## src/rtl/miriscv_lsu_sequencer.sv

```systemverilog
// rtl/miriscv_lsu_sequencer.sv - load/store sequencer between execute stage and data bus
//
// Accepts one memory operation at a time and drives it onto the data
// request/grant/response bus. It generates byte enables and lane-shifted
// store data, and returns sign- or zero-extended load data.
//
// Optional feature macro: MIRISCV_LSU_MISALIGNED_EN
//   defined   - misaligned accesses are split into two aligned word transactions
//   undefined - misaligned accesses complete at once with lsu_fault_o, no bus traffic
//
// Ports
//   clk_i, rst_i              clock, synchronous active-high reset
//   lsu_req_i/we_i/size_i     operation request (size: 0 W, 1 H, 2 B, 3 HU, 4 BU)
//   lsu_addr_i, lsu_wdata_i   byte address, LSB-justified store data
//   lsu_busy_o                operation in flight (through the completion cycle)
//   lsu_valid_o               one-cycle completion pulse
//   lsu_rdata_o, lsu_fault_o  extended load data / fault flag, valid with lsu_valid_o
//   data_req_o, data_gnt_i    bus request held until grant
//   data_addr_o, data_we_o    word-aligned bus address, write flag
//   data_be_o, data_wdata_o   byte enables, lane-shifted store data
//   data_rvalid_i, data_rdata_i  bus response and read data
module miriscv_lsu_sequencer (
   input  logic        clk_i,
   input  logic        rst_i,
   input  logic        lsu_req_i,
   input  logic        lsu_we_i,
   input  logic [2:0]  lsu_size_i,
   input  logic [31:0] lsu_addr_i,
   input  logic [31:0] lsu_wdata_i,
   output logic        lsu_busy_o,
   output logic        lsu_valid_o,
   output logic [31:0] lsu_rdata_o,
   output logic        lsu_fault_o,
   output logic        data_req_o,
   input  logic        data_gnt_i,
   output logic [31:0] data_addr_o,
   output logic        data_we_o,
   output logic [3:0]  data_be_o,
   output logic [31:0] data_wdata_o,
   input  logic        data_rvalid_i,
   input  logic [31:0] data_rdata_i
);

   typedef enum logic [2:0] {
      IDLE = 3'd0,
      REQ1 = 3'd1,
      RSP1 = 3'd2,
      REQ2 = 3'd3,
      RSP2 = 3'd4,
      DONE = 3'd5
   } state_t;

   state_t      state_q;
   logic [1:0]  off_q;
   logic [2:0]  size_q;

`ifdef MIRISCV_LSU_MISALIGNED_EN
   logic        split_q;
   logic [3:0]  be2_q;
   logic [31:0] wdata2_q;
   logic [31:0] rdata1_q;
   logic [63:0] wsh_c;
`else
   logic [31:0] wsh_c;
`endif

   logic [3:0]  mask_c;
   logic [7:0]  m8_c;
   logic        illegal_c;
   logic        misal_c;
   logic        reject_c;

   // Request decode works only on lsu_*_i and feeds registers, never data_*_o directly.
   always_comb begin
      mask_c    = 4'b0000;
      illegal_c = 1'b0;
      case (lsu_size_i)
         3'd0:       mask_c = 4'b1111;
         3'd1, 3'd3: mask_c = 4'b0011;
         3'd2, 3'd4: mask_c = 4'b0001;
         default:    illegal_c = 1'b1;
      endcase
      m8_c    = {4'b0000, mask_c} << lsu_addr_i[1:0];
      misal_c = |m8_c[7:4];
`ifdef MIRISCV_LSU_MISALIGNED_EN
      // Upper half carries the bytes that spill into the next word.
      wsh_c    = {32'd0, lsu_wdata_i} << {lsu_addr_i[1:0], 3'b000};
      reject_c = illegal_c;
`else
      wsh_c    = lsu_wdata_i << {lsu_addr_i[1:0], 3'b000};
      reject_c = illegal_c | misal_c;
`endif
   end

   // Shift the (second word, first word) pair down by the offset, then extend.
   function automatic logic [31:0] load_result(input logic [2:0]  size,
                                               input logic [63:0] pair,
                                               input logic [1:0]  off);
      logic [31:0] r;
      r = 32'(pair >> {off, 3'b000});
      case (size)
         3'd1:    load_result = {{16{r[15]}}, r[15:0]};
         3'd2:    load_result = {{24{r[7]}}, r[7:0]};
         3'd3:    load_result = {16'd0, r[15:0]};
         3'd4:    load_result = {24'd0, r[7:0]};
         default: load_result = r;
      endcase
   endfunction

   always_ff @(posedge clk_i) begin
      if (rst_i) begin
         state_q      <= IDLE;
         off_q        <= 2'd0;
         size_q       <= 3'd0;
         lsu_busy_o   <= 1'b0;
         lsu_valid_o  <= 1'b0;
         lsu_rdata_o  <= 32'd0;
         lsu_fault_o  <= 1'b0;
         data_req_o   <= 1'b0;
         data_addr_o  <= 32'd0;
         data_we_o    <= 1'b0;
         data_be_o    <= 4'd0;
         data_wdata_o <= 32'd0;
`ifdef MIRISCV_LSU_MISALIGNED_EN
         split_q      <= 1'b0;
         be2_q        <= 4'd0;
         wdata2_q     <= 32'd0;
         rdata1_q     <= 32'd0;
`endif
      end else begin
         lsu_valid_o <= 1'b0;
         case (state_q)
            IDLE: begin
               if (lsu_req_i) begin
                  lsu_busy_o   <= 1'b1;
                  off_q        <= lsu_addr_i[1:0];
                  size_q       <= lsu_size_i;
                  data_addr_o  <= {lsu_addr_i[31:2], 2'b00};
                  data_we_o    <= lsu_we_i;
                  data_be_o    <= m8_c[3:0];
                  data_wdata_o <= wsh_c[31:0];
`ifdef MIRISCV_LSU_MISALIGNED_EN
                  split_q      <= misal_c;
                  be2_q        <= m8_c[7:4];
                  wdata2_q     <= wsh_c[63:32];
`endif
                  if (reject_c) begin
                     state_q     <= DONE;
                     lsu_valid_o <= 1'b1;
                     lsu_fault_o <= 1'b1;
                     lsu_rdata_o <= 32'd0;
                  end else begin
                     state_q    <= REQ1;
                     data_req_o <= 1'b1;
                  end
               end
            end
            REQ1: begin
               if (data_gnt_i) begin
                  data_req_o <= 1'b0;
                  state_q    <= RSP1;
               end
            end
            RSP1: begin
               if (data_rvalid_i) begin
`ifdef MIRISCV_LSU_MISALIGNED_EN
                  if (split_q) begin
                     rdata1_q     <= data_rdata_i;
                     state_q      <= REQ2;
                     data_req_o   <= 1'b1;
                     data_addr_o  <= data_addr_o + 32'd4;  // wraps past 0xFFFFFFFC
                     data_be_o    <= be2_q;
                     data_wdata_o <= wdata2_q;
                  end else
`endif
                  begin
                     state_q     <= DONE;
                     lsu_valid_o <= 1'b1;
                     lsu_fault_o <= 1'b0;
                     lsu_rdata_o <= data_we_o ? 32'd0
                                  : load_result(size_q, {32'd0, data_rdata_i}, off_q);
                  end
               end
            end
`ifdef MIRISCV_LSU_MISALIGNED_EN
            REQ2: begin
               if (data_gnt_i) begin
                  data_req_o <= 1'b0;
                  state_q    <= RSP2;
               end
            end
            RSP2: begin
               if (data_rvalid_i) begin
                  state_q     <= DONE;
                  lsu_valid_o <= 1'b1;
                  lsu_fault_o <= 1'b0;
                  lsu_rdata_o <= data_we_o ? 32'd0
                               : load_result(size_q, {data_rdata_i, rdata1_q}, off_q);
               end
            end
`endif
            DONE: begin
               state_q     <= IDLE;
               lsu_busy_o  <= 1'b0;
               lsu_fault_o <= 1'b0;
               lsu_rdata_o <= 32'd0;
            end
            default: begin
               state_q    <= IDLE;
               lsu_busy_o <= 1'b0;
               data_req_o <= 1'b0;
            end
         endcase
      end
   end

endmodule

```

## config.mk

```make
export PLATFORM = sky130hd
export DESIGN_NAME = miriscv_lsu_sequencer
export DESIGN_NICKNAME = d
export VERILOG_FILES = /design/src/rtl/miriscv_lsu_sequencer.sv
export SDC_FILE = /design/constraint.sdc
export NUM_CORES = 1
export LEC_CHECK = 0
export ABC_AREA = 0
export BUFFER_PORTS_ARGS = -buffer_cell sky130_fd_sc_hd__buf_2
export CAP_MARGIN = 0
export CORE_MARGIN = 4
export CORE_UTILIZATION = 35
export DETAILED_ROUTE_END_ITERATION = 16
export PLACE_DENSITY = 0.7
export SETUP_SLACK_MARGIN = 0.05
export SLEW_MARGIN = 20
export SYNTH_ARGS = -nofsm -noshare
export SYNTH_HDL_FRONTEND = slang
export SYNTH_SLANG_ARGS = --single-unit
```

## constraint.sdc

```tcl
create_clock -name clk_i -period 3.1 [get_ports clk_i]
set_input_delay 0.31 -clock clk_i [delete_from_list [all_inputs] [get_ports clk_i]]
set_output_delay 0.31 -clock clk_i [all_outputs]
set_load 0.03 [all_outputs]
```

==> out/metrics.cfg <==
[yosys]
netlist_area_mm2=0.00495
ys_seq_area_share_pct=44.9
synthFlopType=dfxtp_1
ys_ff_latch=111
synth_warnings=0
synthTopCellsByCount=dfxtp_1 (111), nand2_1 (104), a21oi_1 (88)
ys_top_cells_by_area=dfxtp_1 (45%), a21oi_1 (8.9%), nand2_1 (7.9%), mux2i_1 (5.1%), o2bb2ai_1 (3.9%)
syn_inst=598
synth_top_area_share_pct=44.9
yosysTopAreaCell=dfxtp_1
async_flop_share_pct=0
synth-edff-count=0
avgSynthCellArea_um2=8.28
synth_most_common_cell=dfxtp_1
yosysUniqueCellTypes=40

[cts]
ctsResizeCount=0
cts_sinks=111
cts_tree=yes
insertion_delay_ps=350
htreeDepth=3
hold_buffers=0
clkTransAtPathRegs_ps=80
clock_path_buffers=2
post_cts_buffers=0
cts_buffers=9
cts-root-buf=clkbuf_16

[floorplanning]
core_area_mm2=0.0139
start_util_pct=35.7
io_pins=210
die_x_um=127
die_area_mm2=0.0161
num_rows=43
die_h_um=127

[timing]
finalCriticalPeriod_ps=2130
slew_headroom_pct=28.2
grt_setup_unrepaired=false
setup_ws_ps=970
tightestPinTransition_ps=1070
hold_viol_final=0
slew_violations=0
tns_ps=0
period_share_pct=68.7
max_freq_ghz=0.469
fin_skew_ps=8.75
setup_violations=0

[placement]
routabilityCongestion=0.800
dp_hpwl_mm=11.1
port_buffers=207
pre_cts_ws_ps=845

[pwr]
power.density_mw_per_mm2=544
switchingPower_mw=1.09
clkPwrFrac_pct=34.0
switching_share_pct=31.4
vdd_drop_max_uv=346
seq_power_share_pct=44.7
p_leak_nw=2.84
p_int_mw=2.39
combPwrFrac_pct=21.3

[worst_setup_path]
reg2reg_setup_slack_ps=970
required_ps=3390
cpPeakStageDelay_ps=510
crit_cells=6
crit_start=off_q[1]$_SDFFE_PP0P_
cp_num_buf_inv=1
r2r_start=off_q[1]$_SDFFE_PP0P_
cp-end-kind=register
startpoint_type=register
crit_chain=buf_4, nor2b_1, a2bb2oi_1, o21ai_0, and3_1, a22o_1
cp_slowest_cell=nor2b_1
crit_type=register to register
crit_end=lsu_rdata_o[17]$_SDFFE_PP0P_
rr_worst_depth=6
worstReg2RegEnd=lsu_rdata_o[17]$_SDFFE_PP0P_
path_max_fanout=21
crit_arrival_ps=2420
crit_family=simple AND/OR/NAND/NOR gates

[route]
drc=0
vias=4885
wl_per_cell_um=15.5
drtPass1Iterations=4
wirelength_mm=14.9
drtIter0Drc=292
ant_nets=0
vias_per_cell=5.07

[run]
drv_cap=0

[layout]
nNetsFinal=882
drive_above_1_share_pct=32.5
syn_to_final_growth_pct=29.0

[grt]
grt-ovfl-total=0
track_usage_pct=18.2
antenna_found_initial=3
grt_pass1_vias=4668
grt_pass1_wl_mm=23.9
grt_max_degree=68

[worst_hold_path]
min_path_type=input pin to register

[run_status]
status=finished clean

==> logic make-up after synthesis <==
group | share of synthesized area (%)
buffers and inverters | 5.18
AND/OR/NAND/NOR | 17.8
flip-flops | 44.9
other | 0.0757
XOR/XNOR | 0.531
multiplexers | 8.92
AO/OA/AOI/OAI | 22.7
==> cells in the final DEF, fill, tap and decap left out, drive strengths merged, types with 3 or more instances in the layout <==
| master | n |
|---|---|
| a211oi | 17 |
| inv | 6 |
| nor2 | 40 |
| nand2b | 6 |
| diode | 3 |
| dfxtp | 111 |
| nand3 | 10 |
| a221oi | 9 |
| a22o | 9 |
| buf | 220 |
| o21ai | 24 |
| mux2 | 15 |
| a21oi | 88 |
| o2bb2ai | 22 |
| nand2 | 104 |
| clkinvlp | 3 |
| clkbuf | 9 |
| nor2b | 12 |
| nor3 | 23 |
| nor3b | 3 |
| mux2i | 25 |
==> metrics by stage <==
stage / total power [mW] / hold WS (ps) / cell area (um2) / cells / utilization [%]
6_report: 3.48 / 186 / 6390 / 964 / 46.0
3_5_place_dp: 2.33 / 443 / 6090 / 946 / 43.8
4_1_cts: 3.51 / 168 / 6380 / 961 / 46.0
5_1_grt: 3.65 / 176 / 6390 / 964 / 46.0
2_1_floorplan: 2.09 / 446 / 4960 / 599 / -
3_3_place_gp: 2.32 / 437 / 6090 / 946 / 43.8
==> power by group through the flow <==
stage | Clock [mW] | Combinational (mW) | Sequential (mW)
floorplan | 0 | 0.375 | 1.72
global placement | 0 | 0.738 | 1.59
detailed placement | 0 | 0.744 | 1.59
CTS | 1.22 | 0.744 | 1.56
global route | 1.27 | 0.816 | 1.57
finish | 1.18 | 0.741 | 1.55
==> worst reg2reg max path: stages, from the launching register on <==
cell,delay (ps)
dfxtp_1,340
buf_4,220
nor2b_1,510
a2bb2oi_1,190
o21ai_0,230
and3_1,400
a22o_1,190
==> registers in the layout, summed over array words and instances, names as in the netlist <==
name and flops:
data_addr_o 30, data_be_o 4, data_req_o 1, data_wdata_o 32, data_we_o 1, lsu_busy_o 1
lsu_fault_o 1, lsu_rdata_o 32, lsu_valid_o 1, off_q 2, size_q 3, state_q 3
==> routing by layer <==
layer / part of all wire [%] / global-route usage [%] / vias to the layer above
met5: 0 / 0 / -
met4: 2.5 / 7.82 / 0
met3: 9.5 / 5.85 / 25
met2: 43 / 26.7 / 191
met1: 45 / 24.5 / 2199
li1: - / - / 2470
==> worst min-delay path by stage <==
stage                                      start                            to  slack (ps)  depth (start not counted)
global placement    data_wdata_o[3]$_SDFFE_PP0P_  data_wdata_o[3]$_SDFFE_PP0P_         440                          2
finish                            lsu_addr_i[15]  data_addr_o[15]$_SDFFE_PP0P_         190                          3
floorplan                          lsu_size_i[0]        size_q[0]$_SDFFE_PP0P_         450                          2
detailed placement  data_addr_o[18]$_SDFFE_PP0P_  data_addr_o[18]$_SDFFE_PP0P_         440                          2
global route                      lsu_addr_i[29]  data_addr_o[29]$_SDFFE_PP0P_         180                          3
CTS                               lsu_addr_i[15]  data_addr_o[15]$_SDFFE_PP0P_         170                          3
==> cell type report <==
class | instances | area [um2]
fillers | 1420 | 7490
multi-input cells | 430 | 2490
flip-flops and latches | 111 | 2220
repair buffers | 220 | 1130
clock buffers | 9 | 225
well taps | 180 | 225
clock inverters | 6 | 70.1
inverters | 5 | 18.8
diodes | 3 | 7.51
(Power assumes the default switching activity.)
